$ cat config.mk
export PLATFORM = sky130hd
export DESIGN_NAME = frame2axi_stream_flat
export DESIGN_NICKNAME = d
export VERILOG_FILES = /design/src/rtl/frame2axi_stream_if.sv /design/src/rtl/frame2axi_stream.sv /design/src/flat_wrapper.sv
export SDC_FILE = /design/constraint.sdc
export NUM_CORES = 1
export LEC_CHECK = 0
export ABC_AREA = 1
export CORE_ASPECT_RATIO = 1.25
export CORE_UTILIZATION = 47
export CTS_BUF_LIST = sky130_fd_sc_hd__clkbuf_4
export DETAILED_ROUTE_END_ITERATION = 12
export PLACE_DENSITY_LB_ADDON = 0.05
export SLEW_MARGIN = 20
export SYNTH_ARGS = -nofsm -noshare
export SYNTH_HDL_FRONTEND = slang
export SYNTH_SLANG_ARGS = --single-unit
$ cat constraint.sdc
create_clock -name clk -period 1.35 [get_ports clk]
set_clock_uncertainty 0.1 [all_clocks]
set_input_delay 0.27 -clock clk [delete_from_list [all_inputs] [get_ports clk]]
set_output_delay 0.27 -clock clk [all_outputs]
set_load 0.03 [all_outputs]
$ cat src/rtl/frame2axi_stream_if.sv
// Handshake bundles for frame2axi_stream: the frame-style pixel input
// and the AXI4-Stream video output.
interface frame2axi_stream_frm_if #(
    parameter int DATA_WIDTH = 24
);
    logic                  val;
    logic                  rdy;
    logic [DATA_WIDTH-1:0] data;
    logic                  sof;
    logic                  eof;
    logic                  sol;
    logic                  eol;

    modport master (
        output val, data, sof, eof, sol, eol,
        input  rdy
    );

    modport slave (
        input  val, data, sof, eof, sol, eol,
        output rdy
    );
endinterface

interface frame2axi_stream_axis_if #(
    parameter int DATA_WIDTH = 24
);
    logic                  tvalid;
    logic                  tready;
    logic [DATA_WIDTH-1:0] tdata;
    logic                  tuser;
    logic                  tlast;

    modport master (
        output tvalid, tdata, tuser, tlast,
        input  tready
    );

    modport slave (
        input  tvalid, tdata, tuser, tlast,
        output tready
    );
endinterface

$ cat src/rtl/frame2axi_stream.sv
// Frame-marker pixel stream to AXI4-Stream video bridge with a skid buffer.
// Define FRAME2AXIS_GEOM_CHK_EN to add the err_geom geometry checker.
module frame2axi_stream #(
    parameter int DATA_WIDTH = 24
) (
    input  logic                           clk,
    input  logic                           rst_n,
    input  logic [11:0]                    cfg_img_w,
    input  logic [11:0]                    cfg_img_h,
    frame2axi_stream_frm_if.slave          s_frm,
    frame2axi_stream_axis_if.master        m_axi_stream
`ifdef FRAME2AXIS_GEOM_CHK_EN
    ,
    output logic                           err_geom
`endif
);

    typedef enum logic {
        IDLE,
        ACTIVE
    } state_t;

    typedef struct packed {
        logic [DATA_WIDTH-1:0] data;
        logic                  sof;
        logic                  eol;
    } beat_t;

    state_t state_q, state_d;
    beat_t  out_q, out_d;
    beat_t  skid_q, skid_d;
    beat_t  in_beat;
    logic   out_v_q, out_v_d;
    logic   skid_v_q, skid_v_d;
    logic   rdy_q, rdy_d;
    logic   acc;
    logic   fwd;
    logic   out_rdy;

    assign acc     = s_frm.val & rdy_q;
    assign fwd     = acc & (s_frm.sof | (state_q == ACTIVE));
    assign out_rdy = ~out_v_q | m_axi_stream.tready;

    assign s_frm.rdy           = rdy_q;
    assign m_axi_stream.tvalid = out_v_q;
    assign m_axi_stream.tdata  = out_q.data;
    assign m_axi_stream.tuser  = out_q.sof;
    assign m_axi_stream.tlast  = out_q.eol;

    always_comb begin
        state_d = state_q;
        if (acc) begin
            unique case (1'b1)
                s_frm.sof & s_frm.eof:
                    state_d = IDLE;
                s_frm.sof & ~s_frm.eof:
                    state_d = ACTIVE;
                ~s_frm.sof & s_frm.eof & (state_q == ACTIVE):
                    state_d = IDLE;
                default: ;
            endcase
        end
    end

    // Skid only fills while the output register is stalled, so rdy
    // depends on registered state alone.
    always_comb begin
        in_beat.data = s_frm.data;
        in_beat.sof  = s_frm.sof;
        in_beat.eol  = s_frm.eol;
        out_d        = out_q;
        out_v_d      = out_v_q;
        skid_d       = skid_q;
        skid_v_d     = skid_v_q;
        if (out_rdy) begin
            if (skid_v_q) begin
                out_d    = skid_q;
                out_v_d  = 1'b1;
                skid_v_d = 1'b0;
            end else begin
                out_v_d = fwd;
                if (fwd) begin
                    out_d = in_beat;
                end
            end
        end else if (fwd) begin
            skid_d   = in_beat;
            skid_v_d = 1'b1;
        end
        rdy_d = ~skid_v_d;
    end

    always_ff @(posedge clk or negedge rst_n) begin
        if (!rst_n) begin
            state_q  <= IDLE;
            out_q    <= '0;
            out_v_q  <= 1'b0;
            skid_q   <= '0;
            skid_v_q <= 1'b0;
            rdy_q    <= 1'b0;
        end else begin
            state_q  <= state_d;
            out_q    <= out_d;
            out_v_q  <= out_v_d;
            skid_q   <= skid_d;
            skid_v_q <= skid_v_d;
            rdy_q    <= rdy_d;
        end
    end

`ifdef FRAME2AXIS_GEOM_CHK_EN
    logic [11:0] pix_q, pix_d;
    logic [11:0] line_q, line_d;
    logic [11:0] pix_n;
    logic [11:0] line_n;
    logic        eol_seen_q, eol_seen_d;
    logic        err_q, err_d;
    logic        bad_w;
    logic        bad_h;
    logic        bad_sol;

    assign err_geom = err_q;

    // Counts are 1-based for the beat being checked; SOF restarts them.
    always_comb begin
        pix_d      = pix_q;
        line_d     = line_q;
        eol_seen_d = eol_seen_q;
        err_d      = err_q;
        pix_n      = (s_frm.sof ? 12'd0 : pix_q) + 12'd1;
        line_n     = s_frm.sof ? 12'd0 : line_q;
        bad_w      = s_frm.eol & (pix_n != cfg_img_w);
        bad_h      = s_frm.eof & ((line_n + 12'd1) != cfg_img_h);
        bad_sol    = (state_q == ACTIVE) & ~s_frm.sof
                   & s_frm.sol & ~eol_seen_q;
        if (fwd) begin
            pix_d      = s_frm.eol ? 12'd0 : pix_n;
            line_d     = s_frm.eol ? (line_n + 12'd1) : line_n;
            eol_seen_d = s_frm.eol;
            err_d      = (s_frm.sof ? 1'b0 : err_q)
                       | bad_w | bad_h | bad_sol;
        end
    end

    always_ff @(posedge clk or negedge rst_n) begin
        if (!rst_n) begin
            pix_q      <= '0;
            line_q     <= '0;
            eol_seen_q <= 1'b0;
            err_q      <= 1'b0;
        end else begin
            pix_q      <= pix_d;
            line_q     <= line_d;
            eol_seen_q <= eol_seen_d;
            err_q      <= err_d;
        end
    end
`else
    logic unused_geom;
    assign unused_geom = ^{cfg_img_w, cfg_img_h, s_frm.sol};
`endif

endmodule

$ cat src/flat_wrapper.sv
// flat-port wrapper written by rule: the top's interface ports become plain ports
module frame2axi_stream_flat 
#(
    parameter int DATA_WIDTH = 24
)
  (clk, rst_n, cfg_img_w, cfg_img_h, s_frm_val, s_frm_data, s_frm_sof, s_frm_eof, s_frm_sol, s_frm_eol, s_frm_rdy, m_axi_stream_tvalid, m_axi_stream_tdata, m_axi_stream_tuser, m_axi_stream_tlast, m_axi_stream_tready);
  frame2axi_stream_frm_if #(.DATA_WIDTH(DATA_WIDTH)) s_frm_i ();
  frame2axi_stream_axis_if #(.DATA_WIDTH(DATA_WIDTH)) m_axi_stream_i ();
  input  logic clk;
  input  logic rst_n;
  input  logic [11:0] cfg_img_w;
  input  logic [11:0] cfg_img_h;
  input wire logic [$bits(s_frm_i.val)-1:0] s_frm_val;
  input wire logic [$bits(s_frm_i.data)-1:0] s_frm_data;
  input wire logic [$bits(s_frm_i.sof)-1:0] s_frm_sof;
  input wire logic [$bits(s_frm_i.eof)-1:0] s_frm_eof;
  input wire logic [$bits(s_frm_i.sol)-1:0] s_frm_sol;
  input wire logic [$bits(s_frm_i.eol)-1:0] s_frm_eol;
  output wire logic [$bits(s_frm_i.rdy)-1:0] s_frm_rdy;
  output wire logic [$bits(m_axi_stream_i.tvalid)-1:0] m_axi_stream_tvalid;
  output wire logic [$bits(m_axi_stream_i.tdata)-1:0] m_axi_stream_tdata;
  output wire logic [$bits(m_axi_stream_i.tuser)-1:0] m_axi_stream_tuser;
  output wire logic [$bits(m_axi_stream_i.tlast)-1:0] m_axi_stream_tlast;
  input wire logic [$bits(m_axi_stream_i.tready)-1:0] m_axi_stream_tready;
  assign s_frm_i.val = s_frm_val;
  assign s_frm_i.data = s_frm_data;
  assign s_frm_i.sof = s_frm_sof;
  assign s_frm_i.eof = s_frm_eof;
  assign s_frm_i.sol = s_frm_sol;
  assign s_frm_i.eol = s_frm_eol;
  assign s_frm_rdy = s_frm_i.rdy;
  assign m_axi_stream_tvalid = m_axi_stream_i.tvalid;
  assign m_axi_stream_tdata = m_axi_stream_i.tdata;
  assign m_axi_stream_tuser = m_axi_stream_i.tuser;
  assign m_axi_stream_tlast = m_axi_stream_i.tlast;
  assign m_axi_stream_i.tready = m_axi_stream_tready;
  frame2axi_stream #(.DATA_WIDTH(DATA_WIDTH)) u_core (.clk(clk), .rst_n(rst_n), .cfg_img_w(cfg_img_w), .cfg_img_h(cfg_img_h), .s_frm(s_frm_i), .m_axi_stream(m_axi_stream_i));
endmodule
== Word-level counts from Yosys, hierarchy flattened ==
Cells that the tools add are included.
Widths: inputs -> output; s select.

* Output and inout bits: 28
* Flip-flop bits (word level): 56

* Bitwise operators: 13
* Reduce and logical (&&, ||, !) cells: 6
* Muxes and demuxes: 6

{| class="wikitable"
|+ Operators by type and width
! operator !! number
|-
| $mux 26 || 2
|-
| $and 1x1->1 || 6
|-
| $reduce_and 2->1 || 3
|-
| $not 1->1 || 5
|-
| $reduce_bool 2->1 || 2
|-
| $mux 1 || 3
|-
| $or 1x1->1 || 2
|-
| $pmux 1 s2 || 1
|-
| $reduce_or 2->1 || 1
|}

== Logic depth before layout (Yosys ltp) ==
Gate-level depths: netlist of the first run.

* Depth in word-level cells: 6
* Mapped depth: 8

== Least setup slack after synthesis of the first run ==
OpenSTA, ideal clock, no wires.

* Path type: register to register
* From: register u_core.rdy_q, in the netlist u_core.s_frm.rdy
* To: register u_core.out_q, in the netlist u_core.m_axi_stream.tdata[10]
* Cell stages (with the launch flop): 9
* Slack: -0.069 ns
* Required time: 1.132 ns
* Arrival time: 1.202 ns
* Setup time: 0.118 ns
* Period minus slack after synthesis: 1.419 ns
* Path through: dfrtp_1 > nand2_1 > inv_1 > nand2_4 > nand2_8 > nand2_8 > buf_8 > nand2_1 > nand2_1

* Cells in the longest elaborated chain, start to end: 4

{| class="wikitable"
|+ Ends and longest elaborated chain
! item !! RTL line !! RTL
|-
| from (decl) || frame2axi_stream.sv:35 || <nowiki>logic rdy_q, rdy_d;</nowiki>
|-
| from (signal assigned) || frame2axi_stream.sv:107 || <nowiki>rdy_q <= rdy_d;</nowiki>
|-
| $and 1x1->1 || frame2axi_stream.sv:40 || <nowiki>assign acc = s_frm.val & rdy_q;</nowiki>
|-
| $and 1x1->1 || frame2axi_stream.sv:41 || <nowiki>assign fwd = acc & (s_frm.sof | (state_q == ACTIVE));</nowiki>
|-
| $reduce_bool 2->1 (no line) || - ||
|-
| $reduce_and 2->1 (no line) || - ||
|-
| to (signal assigned) || frame2axi_stream.sv:103 || <nowiki>out_q <= out_d;</nowiki>
|-
| to (decl) || frame2axi_stream.sv:30 || <nowiki>beat_t out_q, out_d;</nowiki>
|}

Every way passes these cells.
A chain may end at the register's enable or synchronous reset.

== Worst setup path in the final report of the first run ==
* From: register u_core.out_v_q, in the netlist u_core.m_axi_stream.tvalid
* To: output port m_axi_stream_tvalid

{| class="wikitable"
|+ RTL lines
! item !! RTL line !! RTL
|-
| from (decl) || frame2axi_stream.sv:33 || <nowiki>logic out_v_q, out_v_d;</nowiki>
|-
| from (signal assigned) || frame2axi_stream.sv:104 || <nowiki>out_v_q <= out_v_d;</nowiki>
|-
| to (decl) || flat_wrapper.sv:20 || <nowiki>output wire logic [$bits(m_axi_stream_i.tvalid)-1:0] m_axi_stream_tvalid;</nowiki>
|}

No word-level cell between the ends.

==> out/results.env, run 1 <==
STATUS='finished, final reports clean'
INSERTEDDIODECOUNT=0
CLKTRANSATPATHREGS_NS=0.16
FINAL_COMMON_CELL='nand2_1'
MAX_CAP_VIOL_COUNT=0
WORSTPATHARRIVAL_NS=0.97
GRT.TOTAL_USAGE=0.1967
DIE_WIDTH_MICRONS=67.98
CRITICAL_PATH.SLOWEST_CELL='dfrtp_1'
CORE_SQ_UM=5152
GRT_ANTENNA_BEFORE_REPAIR=0
FIRST_PASS_ITERS=4
COUNT_OF_CLOCK_TREE_SINKS=56
AREA_GROWTH_PCT=39.92
POWER-PER-CELL-AREA_nW_PER_UM2=1798
WORSTPATHMAXFANOUT=2
GPL.FINAL_WEIGHTED_CONGESTION=0.6977
FINISH.INSTANCE_AREA_SQ_UM=3578
NUMBER_OF_ENDPOINTS_WITH_NEGATIVE_HOLD_SLACK_IN_THE_FINAL_REPORT=0
DRIVE_ABOVE_1_SHARE=0.2251
FINALSETUPVIOLCOUNT=0
CTS-HTREE-LEVELS=2
TIMING.CRITICAL_PATH.TO_TYPE='output port'
YOSYS.AREA_SHARE.XOR_XNOR=0
WL_MICRONS=5461
DETAIL-ROUTE-ANTENNA-NETS=0
SYNTHDISTINCTLIBCELLS=18
NUM_ROWS=29
COMBINATIONAL_FAMILY_WITH_THE_MOST_AREA_AFTER_SYNTHESIS='simple AND/OR/NAND/NOR gates'
PLACED_AREA_SQ_UM=3209
GRT_PASS1_VIAS=2037
SYNTH_COMPOUND_AREA_FRAC=0.1047
CRIT_PATH_CELL_TRACE='buf_4'
GRT_FIRST_PASS_WIRELENGTH_MICRONS=8749
IOPINCOUNT=84
CLK-INSERTION-DELAY-LATE_NS=0.38
CLOCK.FMAX_GHz=0.7486
FINAL_CRITICAL_PATH_SETUP_SLACK_NS=0.01409
FINALWORSTPATHREQUIREDPERIOD_NS=1.336
SYNTH_NETS=355
CLOCK_PATH_BUFFERS=2
CRITICAL_PATH.TOP_DELAY_FAMILY='flip-flops'
CTS_ROOT_BUFFER='clkbuf_4'
SYNTHSIMPLEGATEAREAFRAC=0.2534
MIN_PATH_TYPE='in -> async'
YOSYS_WARNS=0
POWER.LEAKAGE_nW=1.816
WORST_SETUP_PATH_START_KIND='flip-flop'
SHARE_OF_SYNTHESIZED_AREA_SPENT_ON_MULTIPLEXERS=0
CTS_TREE='yes'
GRT.OVERFLOW.TOTAL=0
FIN_CRIT_SH=0.9896
FP.DIEAREA_SQ_UM=5743
SLEW-LIMIT-HEADROOM=0.8025
HPWLAFTERDP_MICRONS=3534
VIA_COUNT=2158
SYNTH_AREA_SQ_UM=2557
GRT_START_MAX_NET_PINS=57
DETAIL_ROUTE.DRC_VIOLATIONS=0
WL_PER_CELL_MICRONS=12.30
DIE_HEIGHT_MICRONS=84.48
SYNTH.AVG_CELL_AREA_SQ_UM=8.553
CRIT_PATH_MAX_INCR_DELAY_NS=0.42
TIMING.REG2REG.SETUP_SLACK_NS=0.02
SEQ_AREA_FRAC_SYNTH=0.5479
FLOORPLAN.INITIALDENSITY=0.4964
GRT_SETUP_UNREPAIRED='yes'
VIASPERCELL=4.860
LAYOUT.CELLS.MOST_COMMON_LIST='nand2_1 (106), dfrtp_1 (55), o21ai_0 (39), clkdlybuf4s50_1 (29)'
NUMBER_OF_DRC_MARKERS_IN_ITERATION_0=108
CTS_MADE_BUFFERS=5
FINISH.NET_COUNT=437
WORST-SLEW-PIN-TRANSITION_NS=0.2963
PLACE_WS_NS=-0.3137
MAX-VDD-IR-DROP_V=0.001006
WORSTPATHREQUIRED_NS=0.98
YS_SEQ_ELEMENTS=56
CP.BUFFERS_INVERTERS=1
SYNTH_ADDER_AREA_SHARE=0
TIMING_WORST_SETUP_PATH_TYPE='reg -> out'
SYNTH_CELLS=299
DRV_SLEW=0
NUMPORTBUFFERS=58
==> cell usage after synthesis <==
master    count  area share
nand2_1     106        0.16
dfrtp_1      56        0.55
o21ai_0      41       0.080
inv_1        28       0.041
nand3_1      26       0.051
o21ai_1      10       0.020
buf_2         8       0.016
nand2_2       6       0.015
buf_6         4       0.018
buf_4         3      0.0088
inv_2         2      0.0029
nand2_4       2      0.0088
nand2_8       2       0.016
a21oi_1       1      0.0020
a22oi_1       1      0.0029
buf_8         1      0.0059
clkbuf_2      1      0.0020
nor2_8        1      0.0078
==> cells by family (layout without fill, tap and decap cells) <==
family / Yosys count / in the layout
buf+inv: 47 / 130
simple gates: 143 / 143
compound gates: 53 / 53
flops: 56 / 56
==> sequential cells by signal (all words and copies together), names as in the netlist <==
name,count
u_core.skid_q,26
u_core.m_axi_stream.tdata,24
u_core.m_axi_stream.tlast,1
u_core.m_axi_stream.tuser,1
u_core.m_axi_stream.tvalid,1
u_core.s_frm.rdy,1
u_core.skid_v_q,1
u_core.state_q,1
==> worst paths after layout <==
check / depth (start not counted) / startpoint / to
max in group asynchronous: 3 / rst_n / u_core.s_frm.rdy
min in group clk: 3 / s_frm_data[15] / u_core.skid_q[17]
worst max-delay path: 1 / u_core.m_axi_stream.tvalid / m_axi_stream_tvalid
worst max register to register: 5 / u_core.m_axi_stream.tvalid / u_core.skid_q[3]
worst min-delay path: 3 / rst_n / u_core.m_axi_stream.tdata[9]
worst min register to register: 2 / u_core.m_axi_stream.tdata[7] / u_core.m_axi_stream.tdata[7]
==> area by class of cell <==
type / instances / area (sq um)
Fill cell: 433 / 1574
Sequential cell: 56 / 1403
Timing Repair Buffer: 92 / 974.7
Tap cell: 62 / 77.57
Clock inverter: 3 / 42.54
Multi-Input combinational cell: 196 / 928.4
Inverter: 30 / 115.1
Clock buffer: 5 / 37.54
==> power breakdown <==
part	leakage [nW]	switching (mW)	internal, mW
logic	1.09	1.57	1.31
registers	0.688	0.328	2.33
clock network	0.0412	0.514	0.387
total	1.82	2.41	4.02
==> timing repair <==
action                                  CTS  global route
hold endpoints to repair                 56             0
endpoints found under the setup margin    9            75
cloned                                    0             2
hold buffers                              1             0
buffers inserted                          7             8
resized for setup                         2            32
==> routing by layer <==
layer	GRT usage	part of all wire	wire [microns]	up-vias
li1	-	-	-	1103
met1	0.2372	0.43	2346	1007
met2	0.3387	0.52	2836	43
met3	0.04348	0.040	216	5
met4	0.06061	0.011	62	0
met5	0	0	0	-
==> stage by stage <==
| stage | cells | setup TNS (ns) | utilization | hold slack (ns) | total power, mW |
|---|---|---|---|---|---|
| after detailed placement | 418 | -14.73 | 0.6229 | 0.1918 | 5.064 |
| after global placement | 418 | -13.93 | 0.6229 | 0.1938 | 5.005 |
| after CTS | 434 | 0 | 0.6520 | 0.2944 | 6.105 |
| after global routing | 444 | -0.7161 | 0.6945 | 0.3314 | 6.885 |
| final | 444 | 0 | 0.6945 | 0.2788 | 6.435 |
| after floorplan | 299 | 0 | - | -0.1256 | 4.153 |
Power figures use the tool's default switching activity.
==> run 2, diff against run 1 <==
GPL_TIMING_DRIVEN = 0   (was unset)
==> out/results.env, run 2 (synthesis results as in run 1) <==
CLKTRANSATPATHREGS_NS=0.14
VIA_COUNT=2152
POWER.LEAKAGE_nW=1.769
WORST-SLEW-PIN-TRANSITION_NS=0.6940
GRT_ANTENNA_BEFORE_REPAIR=0
CTS_MADE_BUFFERS=5
MAX_FLOP_REGISTER='u_core.skid_q'
FINALSETUPVIOLCOUNT=0
CRITICAL_PATH.TOP_DELAY_FAMILY='flip-flops'
WORST_SETUP_PATH_START_KIND='flip-flop'
NUMPORTBUFFERS=58
CLOCK_PATH_BUFFERS=2
POWER-PER-CELL-AREA_nW_PER_UM2=1780
DRV_SLEW=0
DIE_HEIGHT_MICRONS=84.48
FINALWORSTPATHREQUIREDPERIOD_NS=1.318
NUMBER_OF_DRC_MARKERS_IN_ITERATION_0=105
MAX-VDD-IR-DROP_V=0.0009433
COUNT_OF_CLOCK_TREE_SINKS=56
DRIVE_ABOVE_1_SHARE=0.2205
WORST_HOLD_SLACK_NS=0.3524
FP.DIEAREA_SQ_UM=5743
FINAL_COMMON_CELL='nand2_1'
CLOCK.FMAX_GHz=0.7589
MIN_PATH_TYPE='in -> async'
TIMING.REG2REG.SETUP_SLACK_NS=0.06
TIMING_WORST_SETUP_PATH_TYPE='reg -> out'
LAYOUT.CELLS.MOST_COMMON_LIST='nand2_1 (106), dfrtp_1 (55), o21ai_0 (36), buf_6 (31), clkdlybuf4s50_1 (29)'
PLACE_WS_NS=-0.3717
CTS_TREE='yes'
GRT_FIRST_PASS_WIRELENGTH_MICRONS=9363
DETAIL-ROUTE-ANTENNA-NETS=0
MAX_CAP_VIOL_COUNT=0
FINISH.INSTANCE_AREA_SQ_UM=3478
SLEW-LIMIT-HEADROOM=0.5374
CP.BUFFERS_INVERTERS=1
NUMBER_OF_ENDPOINTS_WITH_NEGATIVE_HOLD_SLACK_IN_THE_FINAL_REPORT=0
GRT.TOTAL_USAGE=0.2106
DIE_WIDTH_MICRONS=67.98
FINISH.NET_COUNT=436
TIMING.CRITICAL_PATH.TO_TYPE='output port'
GRT_START_MAX_NET_PINS=57
GPL.FINAL_WEIGHTED_CONGESTION=0.7466
WORSTPATHARRIVAL_NS=0.95
CLK-INSERTION-DELAY-LATE_NS=0.37
WL_MICRONS=5514
NUMBER_OF_FLIP_FLOPS_IN_THE_LARGEST_REGISTER=26
CORE_SQ_UM=5152
HPWLAFTERDP_MICRONS=3679
TOTAL_POWER_mW=6.192
FINAL_CRITICAL_PATH_SETUP_SLACK_NS=0.03238
VIASPERCELL=4.858
TIMING.SETUP.TNS_NS=0
CRIT_PATH_MAX_INCR_DELAY_NS=0.43
GRT_SETUP_UNREPAIRED='yes'
DETAIL_ROUTE.DRC_VIOLATIONS=0
INSERTEDDIODECOUNT=0
WL_PER_CELL_MICRONS=12.45
IOPINCOUNT=84
CRIT_PATH_CELL_TRACE='buf_6'
PLACED_AREA_SQ_UM=3214
WORSTPATHREQUIRED_NS=0.98
CRITICAL_PATH.SLOWEST_CELL='dfrtp_1'
GRT_PASS1_VIAS=2051
FIRST_PASS_ITERS=5
FLOORPLAN.INITIALDENSITY=0.4964
FIN_CRIT_SH=0.9760
STATUS='finished, final reports clean'
CTS-HTREE-LEVELS=2
GRT.OVERFLOW.TOTAL=0
CTS_ROOT_BUFFER='clkbuf_4'
AREA_GROWTH_PCT=36.01
NUM_ROWS=29
WORSTPATHMAXFANOUT=2
[run 2: cell types whose count changed in the layout (fill, tap and decap cells not counted), moves of 2 or more]
cell / change
buf_12: -6
buf_4: -4
buf_6: +4
clkbuf_4: +4
buf_8: +3
o21ai_0: -3
o21ai_1: +3
buf_2: +2
clkbuf_16: -2
[run 2: layout make-up]
cell class / count / area (sq um)
multi-input cells: 196 / 937.1
plain buffers: 17 / 161.4
repair buffers: 74 / 728.2
well taps: 62 / 77.57
clock buffers: 7 / 52.55
inverters: 30 / 115.1
clock inverters: 1 / 3.754
fillers: 456 / 1674
flip-flops and latches: 56 / 1403
[run 2: repair_timing]
item	CTS	global route
hold buffers	1	0
gates resized for setup	151	91
pin swaps	2	2
buffers inserted	1	14
endpoints found under the setup margin	34	72
hold endpoints to repair	56	0
[run 2: worst paths after layout]
check / from / to / cells past startpoint
hold / removal: rst_n / u_core.m_axi_stream.tdata[12] / 2
min in group clk: s_frm_data[16] / u_core.skid_q[18] / 3
hold reg to reg: u_core.m_axi_stream.tdata[11] / u_core.m_axi_stream.tdata[11] / 2
setup / recovery: u_core.m_axi_stream.tvalid / m_axi_stream_tvalid / 1
max in group asynchronous: rst_n / u_core.s_frm.rdy / 2
setup reg to reg: u_core.s_frm.rdy / u_core.m_axi_stream.tdata[19] / 8
[run 2: where the power goes]
| group | internal [mW] | switching (mW) | leakage, nW | total (mW) |
|---|---|---|---|---|
| Clock | 0.242 | 0.487 | 0.0338 | 0.729 |
| Combinational | 1.25 | 1.56 | 1.05 | 2.81 |
| Sequential | 2.33 | 0.322 | 0.688 | 2.65 |
[run 2: metrics by stage]
stage | utilization | std cells
after CTS | 0.6168 | 429
after global routing | 0.6751 | 443
after detailed placement | 0.6238 | 419
final | 0.6751 | 443
after floorplan | - | 299
after global placement | 0.6243 | 419
[run 2: per-layer routing]
metal,vias to the layer above,track usage,part of all wire
met2,57,0.3467,0.50
met5,-,0,0
li1,1098,-,-
met4,0,0.05682,0.0063
met1,995,0.2763,0.45
met3,2,0.04212,0.052
